`src/rtl/cpu_pkg.sv`:
```
// rtl/cpu_pkg.sv - shared CPU encodings: ALU ops, instruction fields, hazard FSM states
package cpu_pkg;

    localparam logic [3:0] ALU_ADD = 4'd0;
    localparam logic [3:0] ALU_SUB = 4'd1;
    localparam logic [3:0] ALU_AND = 4'd2;
    localparam logic [3:0] ALU_OR  = 4'd3;
    localparam logic [3:0] ALU_XOR = 4'd4;
    localparam logic [3:0] ALU_NOR = 4'd5;
    localparam logic [3:0] ALU_SLT = 4'd6;
    localparam logic [3:0] ALU_SLL = 4'd7;
    localparam logic [3:0] ALU_SRL = 4'd8;
    localparam logic [3:0] ALU_LUI = 4'd9;

    localparam logic [4:0] REG_ZERO = 5'd0;

    localparam int RS_HI = 25;
    localparam int RS_LO = 21;
    localparam int RT_HI = 20;
    localparam int RT_LO = 16;
    localparam int RD_HI = 15;
    localparam int RD_LO = 11;

    typedef enum logic {
        HZ_NORMAL = 1'b0,
        HZ_BUBBLE = 1'b1
    } hz_state_t;

endpackage

```
`src/rtl/load_use_detect.sv`:
```
// rtl/load_use_detect.sv - combinational load-use hazard and stall generation
module load_use_detect
    import cpu_pkg::*;
(
    input  logic       ex_valid,
    input  logic       ex_memRead,
    input  logic [4:0] ex_writeReg,
    input  logic       id_valid,
    input  logic       id_useRs,
    input  logic       id_useRt,
    input  logic [4:0] rs,
    input  logic [4:0] rt,
    input  logic       ex_flush,
    output logic       hz,
    output logic       stall
);

    logic rs_hit;
    logic rt_hit;

    assign rs_hit = id_useRs && (ex_writeReg == rs);
    assign rt_hit = id_useRt && (ex_writeReg == rt);

    // A load targeting $0 produces nothing a consumer could wait on.
    assign hz    = ex_valid && ex_memRead && (ex_writeReg != REG_ZERO) && id_valid && (rs_hit || rt_hit);
    assign stall = hz && !ex_flush;

endmodule

```
`src/rtl/id_ex_reg.sv`:
```
// rtl/id_ex_reg.sv - ID/EX pipeline register with load-use bubble insertion
// Optional saturating stall/flush counters are built when HAZARD_CNT_EN is defined.
module id_ex_reg
    import cpu_pkg::*;
#(
    parameter int DATA_W = 32,
    parameter int CNT_W  = 16
) (
    input  logic              clock_in,
    input  logic              reset,
    input  logic              id_valid,
    input  logic [31:0]       id_instr,
    input  logic [DATA_W-1:0] id_pc4,
    input  logic [DATA_W-1:0] readData1,
    input  logic [DATA_W-1:0] readData2,
    input  logic [DATA_W-1:0] id_imm,
    input  logic              id_useRs,
    input  logic              id_useRt,
    input  logic              id_regWrite,
    input  logic              id_memRead,
    input  logic              id_memWrite,
    input  logic              id_memToReg,
    input  logic              id_aluSrc,
    input  logic              id_regDst,
    input  logic [3:0]        id_aluOp,
    input  logic              ex_flush,
    output logic              stall,
    output logic              ex_valid,
    output logic [DATA_W-1:0] ex_rs_data,
    output logic [DATA_W-1:0] ex_rt_data,
    output logic [DATA_W-1:0] ex_imm,
    output logic [DATA_W-1:0] ex_pc4,
    output logic [4:0]        ex_rs,
    output logic [4:0]        ex_rt,
    output logic [4:0]        ex_writeReg,
    output logic              ex_regWrite,
    output logic              ex_memRead,
    output logic              ex_memWrite,
    output logic              ex_memToReg,
    output logic              ex_aluSrc,
    output logic [3:0]        ex_aluOp
`ifdef HAZARD_CNT_EN
    ,
    output logic [CNT_W-1:0]  stall_cnt,
    output logic [CNT_W-1:0]  flush_cnt
`endif
);

    logic [4:0] rs;
    logic [4:0] rt;
    logic [4:0] rd;
    logic [4:0] dest;
    logic       hz;
    hz_state_t  hz_state;
    logic       unused_instr_bits;

    assign rs   = id_instr[RS_HI:RS_LO];
    assign rt   = id_instr[RT_HI:RT_LO];
    assign rd   = id_instr[RD_HI:RD_LO];
    assign dest = id_regDst ? rd : rt;

    assign unused_instr_bits = ^{id_instr[31:26], id_instr[10:0]};

    load_use_detect u_detect (
        .ex_valid    (ex_valid),
        .ex_memRead  (ex_memRead),
        .ex_writeReg (ex_writeReg),
        .id_valid    (id_valid),
        .id_useRs    (id_useRs),
        .id_useRt    (id_useRt),
        .rs          (rs),
        .rt          (rt),
        .ex_flush    (ex_flush),
        .hz          (hz),
        .stall       (stall)
    );

    always_ff @(posedge clock_in) begin
        if (reset || ex_flush || hz) begin
            ex_valid    <= 1'b0;
            ex_rs_data  <= '0;
            ex_rt_data  <= '0;
            ex_imm      <= '0;
            ex_pc4      <= '0;
            ex_rs       <= '0;
            ex_rt       <= '0;
            ex_writeReg <= '0;
            ex_regWrite <= 1'b0;
            ex_memRead  <= 1'b0;
            ex_memWrite <= 1'b0;
            ex_memToReg <= 1'b0;
            ex_aluSrc   <= 1'b0;
            ex_aluOp    <= '0;
        end else begin
            ex_valid    <= id_valid;
            ex_rs_data  <= readData1;
            ex_rt_data  <= readData2;
            ex_imm      <= id_imm;
            ex_pc4      <= id_pc4;
            ex_rs       <= rs;
            ex_rt       <= rt;
            ex_writeReg <= dest;
            // An empty ID slot must never write state downstream.
            ex_regWrite <= id_regWrite && id_valid;
            ex_memRead  <= id_memRead  && id_valid;
            ex_memWrite <= id_memWrite && id_valid;
            ex_memToReg <= id_memToReg && id_valid;
            ex_aluSrc   <= id_aluSrc;
            ex_aluOp    <= id_aluOp;
        end
    end

    always_ff @(posedge clock_in) begin
        if (reset) begin
            hz_state <= HZ_NORMAL;
        end else begin
            case (hz_state)
                HZ_NORMAL: if (stall) hz_state <= HZ_BUBBLE;
                HZ_BUBBLE: hz_state <= HZ_NORMAL;
                default:   hz_state <= HZ_NORMAL;
            endcase
        end
    end

`ifdef HAZARD_CNT_EN
    always_ff @(posedge clock_in) begin
        if (reset) begin
            stall_cnt <= '0;
            flush_cnt <= '0;
        end else begin
            if (stall && (stall_cnt != {CNT_W{1'b1}}))
                stall_cnt <= stall_cnt + 1'b1;
            if (ex_flush && id_valid && (flush_cnt != {CNT_W{1'b1}}))
                flush_cnt <= flush_cnt + 1'b1;
        end
    end
`else
    localparam int unused_cnt_w = CNT_W;
`endif

endmodule
```
`config.mk`:
```
export PLATFORM = sky130hd
export DESIGN_NAME = id_ex_reg
export DESIGN_NICKNAME = d
export VERILOG_FILES = /design/src/rtl/cpu_pkg.sv /design/src/rtl/load_use_detect.sv /design/src/rtl/id_ex_reg.sv
export SDC_FILE = /design/constraint.sdc
export NUM_CORES = 1
export LEC_CHECK = 0
export ABC_AREA = 0
export CAP_MARGIN = 10
export CORE_AREA = 2 2 130 132
export CTS_BUF_LIST = sky130_fd_sc_hd__clkbuf_8
export CTS_CLUSTER_DIAMETER = 60
export DETAILED_ROUTE_END_ITERATION = 7
export DIE_AREA = 0 0 132 134
export PLACE_DENSITY_LB_ADDON = 0.08
export SLEW_MARGIN = 20
export SYNTH_ARGS = -nofsm -noshare
export SYNTH_HDL_FRONTEND = slang
export SYNTH_SLANG_ARGS = --single-unit
```
`constraint.sdc`:
```
create_clock -name clock_in -period 1.5 [get_ports clock_in]
set_clock_uncertainty 0.1 [all_clocks]
set_input_delay 0.3 -clock clock_in [delete_from_list [all_inputs] [get_ports clock_in]]
set_output_delay 0.3 -clock clock_in [all_outputs]
set_load 0.1 [all_outputs]
```
## After elaboration in Yosys (flattened, before gate mapping)

Cells that the tools add are included.

- Muxes and demuxes: 1
- Multipliers: 0
- Magnitude comparators: 0
- Shift-type cells: 0
- Bitwise logic cells: 0
- Reduce and logical (&&, ||, !) cells: 16
- Divide/modulo/power cells: 0
- Add/sub/neg operators: 0
- Equality and inequality tests: 2

Operator list:

| cell | count |
|---|---|
| logical AND 1 bit | 11 |
| == test 5 bit | 2 |
| 2-to-1 mux 5 bit | 1 |
| nonzero test 5 bit | 1 |
| logical OR 1 bit | 3 |
| logical NOT 1 bit | 1 |

- Flip-flop bits (word level): 153
- Latch bits: 0
- Word-level logic and storage cells: 33
- RAM bits: 0
- Bits in read-only memories: 0
- Output and inout port bits: 154
- Memories kept: 0
- Input bits: 176

## Logic depth before layout (Yosys ltp)

- Word-level depth: 5
- Depth in mapped cells: 7
- Depth with buffers taken out: 4

## Hierarchy

A second synthesis with hierarchy kept.

- Cells, all modules: 348
- Area total of the unflattened synthesis: 4320.4 sq um

By module, submodules not included:

| module | cells each | times used | area an instance (sq um) | seq. area each (sq um) |
|---|---|---|---|---|
| id_ex_reg | 329 | 1 | 4165.2 | 3062.9 |
| load_use_detect | 19 | 1 | 155.1 | 0.0 |

## Worst setup path before layout

OpenSTA, ideal clock, no wires.

- Path type: register to output
- Start: register ex_writeReg[0]
- End: output stall
- Cell stages (with the launch flop): 7
- Required time: 1100 ps
- Path slack: -1463 ps
- Data arrival time: 2563 ps
- Buffers on the path: 2
- Path through: dfxtp_1 xnor2_1 nand4_1 o22ai_1 buf_4 buf_6 and3b_1

- Word-level cells in the longest chain between the ends: 5
- Elaborated cells on any way between the ends: 10
- Those cells by class: 2 x eq/ne; 8 x reduce/logical

RTL lines:

| what | line | source |
|---|---|---|
| from (decl) | id_ex_reg.sv:35 | `output logic [4:0] ex_writeReg,` |
| from (signal assigned) | id_ex_reg.sv:102 | `ex_writeReg <= dest;` |
| == test 5 bit (tied with other cells) | load_use_detect.sv:21 | `assign rs_hit = id_useRs && (ex_writeReg == rs);` |
| logical AND 1 bit (on tied branches) | load_use_detect.sv:21, load_use_detect.sv:22, load_use_detect.sv:25 |  |
| logical OR 1 bit or logical AND 1 bit (tied branches) | load_use_detect.sv:25 | `assign hz = ex_valid && ex_memRead && (ex_writeReg != REG_ZERO) && id_valid && (rs_hit \|\| rt_hit);` |
| logical AND 1 bit (*) | load_use_detect.sv:25 |  |
| logical AND 1 bit (*) | load_use_detect.sv:26 | `assign stall = hz && !ex_flush;` |
| to (decl) | id_ex_reg.sv:27 | `output logic stall,` |

Mark *: on every way between the ends. The rest lies on a longest branch, timed or not.

## Final worst setup path

- Start: input id_instr[19]
- End: output stall

- Word-level cells in the longest chain between the ends: 5

RTL lines:

| what | line | source |
|---|---|---|
| from (decl) | id_ex_reg.sv:12 | `input logic [31:0] id_instr,` |
| == test 5 bit | load_use_detect.sv:22 | `assign rt_hit = id_useRt && (ex_writeReg == rt);` |
| logical AND 1 bit | load_use_detect.sv:22 |  |
| logical OR 1 bit | load_use_detect.sv:25 |  |
| logical AND 1 bit | load_use_detect.sv:25 |  |
| logical AND 1 bit | load_use_detect.sv:26 |  |

Every way passes these cells.

==> flow_metrics.py <==
metrics = {
    "clock_tree": {
        "clock_latency_ns": 0.43,
        "clock_sinks": 153,
        "cts_hold_buf": 0,
        "clockBufferDepth": 2,
        "cts_tree": "yes",
        "cts_made_buffers": 17,
        "htree_levels": 4,
        "root_buffer": "clkbuf_8",
        "clkTransAtPathRegs_ns": 0.08,
    },
    "synth": {
        "synth-edff-count": 0,
        "synth_ff_type": "dfxtp_1",
        "synthTopCellsByArea": "dfxtp_1 60%, nand2_1 11%, a21oi_2 10%",
        "yosys.area.top_type": "dfxtp_1",
        "netlist_area_um2": 5110,
        "syn_inst": 531,
        "synth-seq-cells": 153,
        "ys_seq_area_share_pct": 59.9,
        "yosysMostFrequentCell": "dfxtp_1",
        "syn-num-nets": 707,
        "ys_types": 20,
        "synthArstFlopShare_pct": 0,
        "yosysTopAreaCellShare_pct": 59.9,
        "ys_warn_count": 0,
        "synth_area_per_cell_um2": 9.63,
        "synthTopCellsByCount": "153 x dfxtp_1, 146 x nand2_1, 88 x a21oi_1",
    },
    "sta": {
        "relSlewSlack_pct": 78.5,
        "slew_viol_final": 0,
        "setup_slack_ns": -0.631,
        "fmax_mhz": 469,
        "final-setup-viol-count": 156,
        "hold_slack_ns": 0.294,
        "tns_ns": -29.33,
        "finalCritPeriodShare_pct": 142,
        "final-hold-violation-count": 0,
        "rsz0062_at_grt": "yes",
        "tightest_slew_ns": 0.322,
        "fin_crit_ns": 2.13,
    },
    "worst_setup_path": {
        "reg2reg_setup_slack_ns": -0.22,
        "worst-path-buf-inv": 2,
        "slowest_stage": "clkdlybuf4s50_1",
        "reg2reg_depth": 8,
        "critical_path.top_delay_family": "buffers and inverters",
        "max_stage_delay_ns": 0.53,
        "path_class": "in -> out",
        "r2r_end": "ex_rs_data[6]$_SDFF_PP0_",
        "worstSetupStartpointType": "input port",
        "worstPathCellList": "clkdlybuf4s50_1, xnor2_2, nand4_1, o22ai_4, and3b_4, buf_12",
        "cp.required_ns": 1.10,
        "critical_path.max_fanout": 2,
        "cp_data_arrival_time_ns": 1.73,
        "reg2reg_from": "ex_writeReg[1]$_SDFF_PP0_",
        "crit_path_end_kind": "output pin",
    },
    "placed_design": {
        "dp_hpwl_mm": 13.5,
        "io_buffers": 312,
        "gp_congestion": 0.776,
        "post-place-ws_ns": -0.642,
    },
    "layout": {
        "final_util_pct": 68.1,
        "area_growth_pct": 117,
        "insertedDiodeCount": 0,
        "nets": 1041,
        "fillCellCount": 1200,
        "drive_above_1_share_pct": 35.5,
    },
    "global_routing": {
        "grt_max_degree": 36,
        "grt_usage_pct": 19.7,
        "antenna_found_initial": 1,
        "overflow": 0,
        "grt_pass1_vias": 4866,
        "grt_pass1_wl_mm": 27.0,
    },
    "floorplanning": {
        "rows": 47,
        "die_height_um": 134,
        "dieWidth_um": 132,
        "start_util_pct": 31.4,
        "io_pins": 330,
        "die_area_um2": 17700,
        "core_area_um2": 16300,
    },
    "power": {
        "pwr-share-seq_pct": 42.4,
        "power.internal_mw": 7.09,
        "combPwrFrac_pct": 27.7,
        "clkPwrFrac_pct": 29.9,
        "swShare_pct": 31.0,
        "vdd_ir_drop_max_v": 0.000503,
        "p_per_area_nw_per_um2": 927,
        "cellLeakagePower_nw": 4.40,
        "power_mw": 10.3,
        "power.switching_mw": 3.19,
    },
    "hold_path": {
        "hp-start": "id_pc4[0]",
        "hold_end": "ex_pc4[0]$_SDFF_PP0_",
        "hold_depth": 3,
        "hp-class": "in -> reg",
    },
    "routing": {
        "drc": 0,
        "wl_per_cell_um": 16.7,
        "vias": 4992,
        "drt_iter0_markers": 203,
        "final_antenna_net_count": 0,
        "viasPerCell": 4.56,
        "wirelength_mm": 18.3,
        "dr.pass1.iters": 4,
    },
    "status": {
        "outcome": "complete, but fails checks",
        "violations": "setup timing",
    },
    "job": {
        "drv_cap": 0,
    },
}
-- repair_timing --
action	CTS	global route
cloned	1	8
pin swaps	5	3
endpoints found under the hold margin	0	0
setup endpoints to repair	159	160
setup buffers	1	5
gates resized for setup	9	17
-- worst max path at each step --
| stage | start | end | slack [ns] | cells after the start |
|---|---|---|---|---|
| finish | id_instr[19] | stall | -0.63 | 6 |
| floorplan | ex_writeReg[2]$_SDFF_PP0_ | stall | -0.55 | 6 |
| global placement | id_instr[19] | stall | -0.62 | 6 |
| CTS | ex_writeReg[0]$_SDFF_PP0_ | stall | -0.67 | 5 |
| global route | ex_writeReg[1]$_SDFF_PP0_ | stall | -0.72 | 5 |
| detailed placement | id_instr[17] | ex_rs_data[17]$_SDFF_PP0_ | -0.64 | 7 |
-- cells in the final DEF (no fill, tap or decap), types with 4 or more instances in the layout --
| cell type | count |
|---|---|
| buf_12 | 169 |
| clkdlybuf4s50_1 | 157 |
| nand2_1 | 146 |
| dfxtp_1 | 146 |
| a21oi_1 | 88 |
| a21oi_2 | 60 |
| buf_4 | 19 |
| clkbuf_8 | 18 |
| clkbuf_16 | 7 |
| buf_6 | 7 |
| dfxtp_4 | 7 |
| xnor2_2 | 5 |
| xnor2_1 | 5 |
| nand3_1 | 5 |
| mux2i_1 | 5 |
| a211oi_1 | 4 |
| buf_16 | 4 |
-- power groups by stage --
stage	Sequential [mW]	Clock, mW	Combinational [mW]
floorplan	5.55	0	0.305
global placement	4.45	0	2.74
detailed placement	4.45	0	2.77
CTS	4.36	3.19	2.79
global route	4.37	3.35	2.94
finish	4.36	3.07	2.85
-- stage by stage --
step	cell area, um^2	instances
2_1_floorplan	5150	531
6_report	11100	1095
4_1_cts	10800	1082
5_1_grt	11100	1095
3_3_place_gp	10300	1052
3_5_place_dp	10300	1052
-- per-layer routing --
metal	vias to the layer above	global-route usage [%]	share of wire, %
met5	-	0	0.071
met4	2	7.19	2.0
met3	22	8.99	8.5
met2	214	34.6	53
met1	2341	20.7	37
li1	2413	-	-
-- area by class of cell --
class	count	area [um^2]	area share (%)
flip-flops and latches	153	3090	27.9
clock buffers	18	248	2.23
multi-input cells	328	1860	16.7
well taps	220	275	2.48
repair buffers	365	5490	49.5
clock inverters	11	134	1.21
-- registers in the layout (all words and copies together) (netlist names) --
register / count
ex_imm: 32
ex_pc4: 32
ex_rs_data: 32
ex_rt_data: 32
ex_rs: 5
ex_rt: 5
ex_writeReg: 5
ex_aluOp: 4
ex_aluSrc: 1
ex_memRead: 1
ex_memToReg: 1
ex_memWrite: 1
ex_regWrite: 1
ex_valid: 1
-- worst reg2reg max path, cell delays in order (launching register included) --
cell,delay (ns)
dfxtp_4,0.37
xnor2_2,0.17
nand4_1,0.17
o22ai_4,0.17
buf_4,0.19
buf_12,0.15
buf_12,0.11
buf_16,0.13
a21oi_2,0.05
-- logic make-up (layout without fill, tap and decap cells) --
group | after synthesis | after routing | share of synthesized area, %
buf+inv | 50 | 394 | 5.26
mux | 5 | 5 | 0.979
simple gates | 158 | 158 | 12.1
flops | 153 | 153 | 59.9
xor+xnor | 10 | 10 | 1.71
compound gates | 155 | 155 | 20.1
Power figures use the tool's default switching activity.
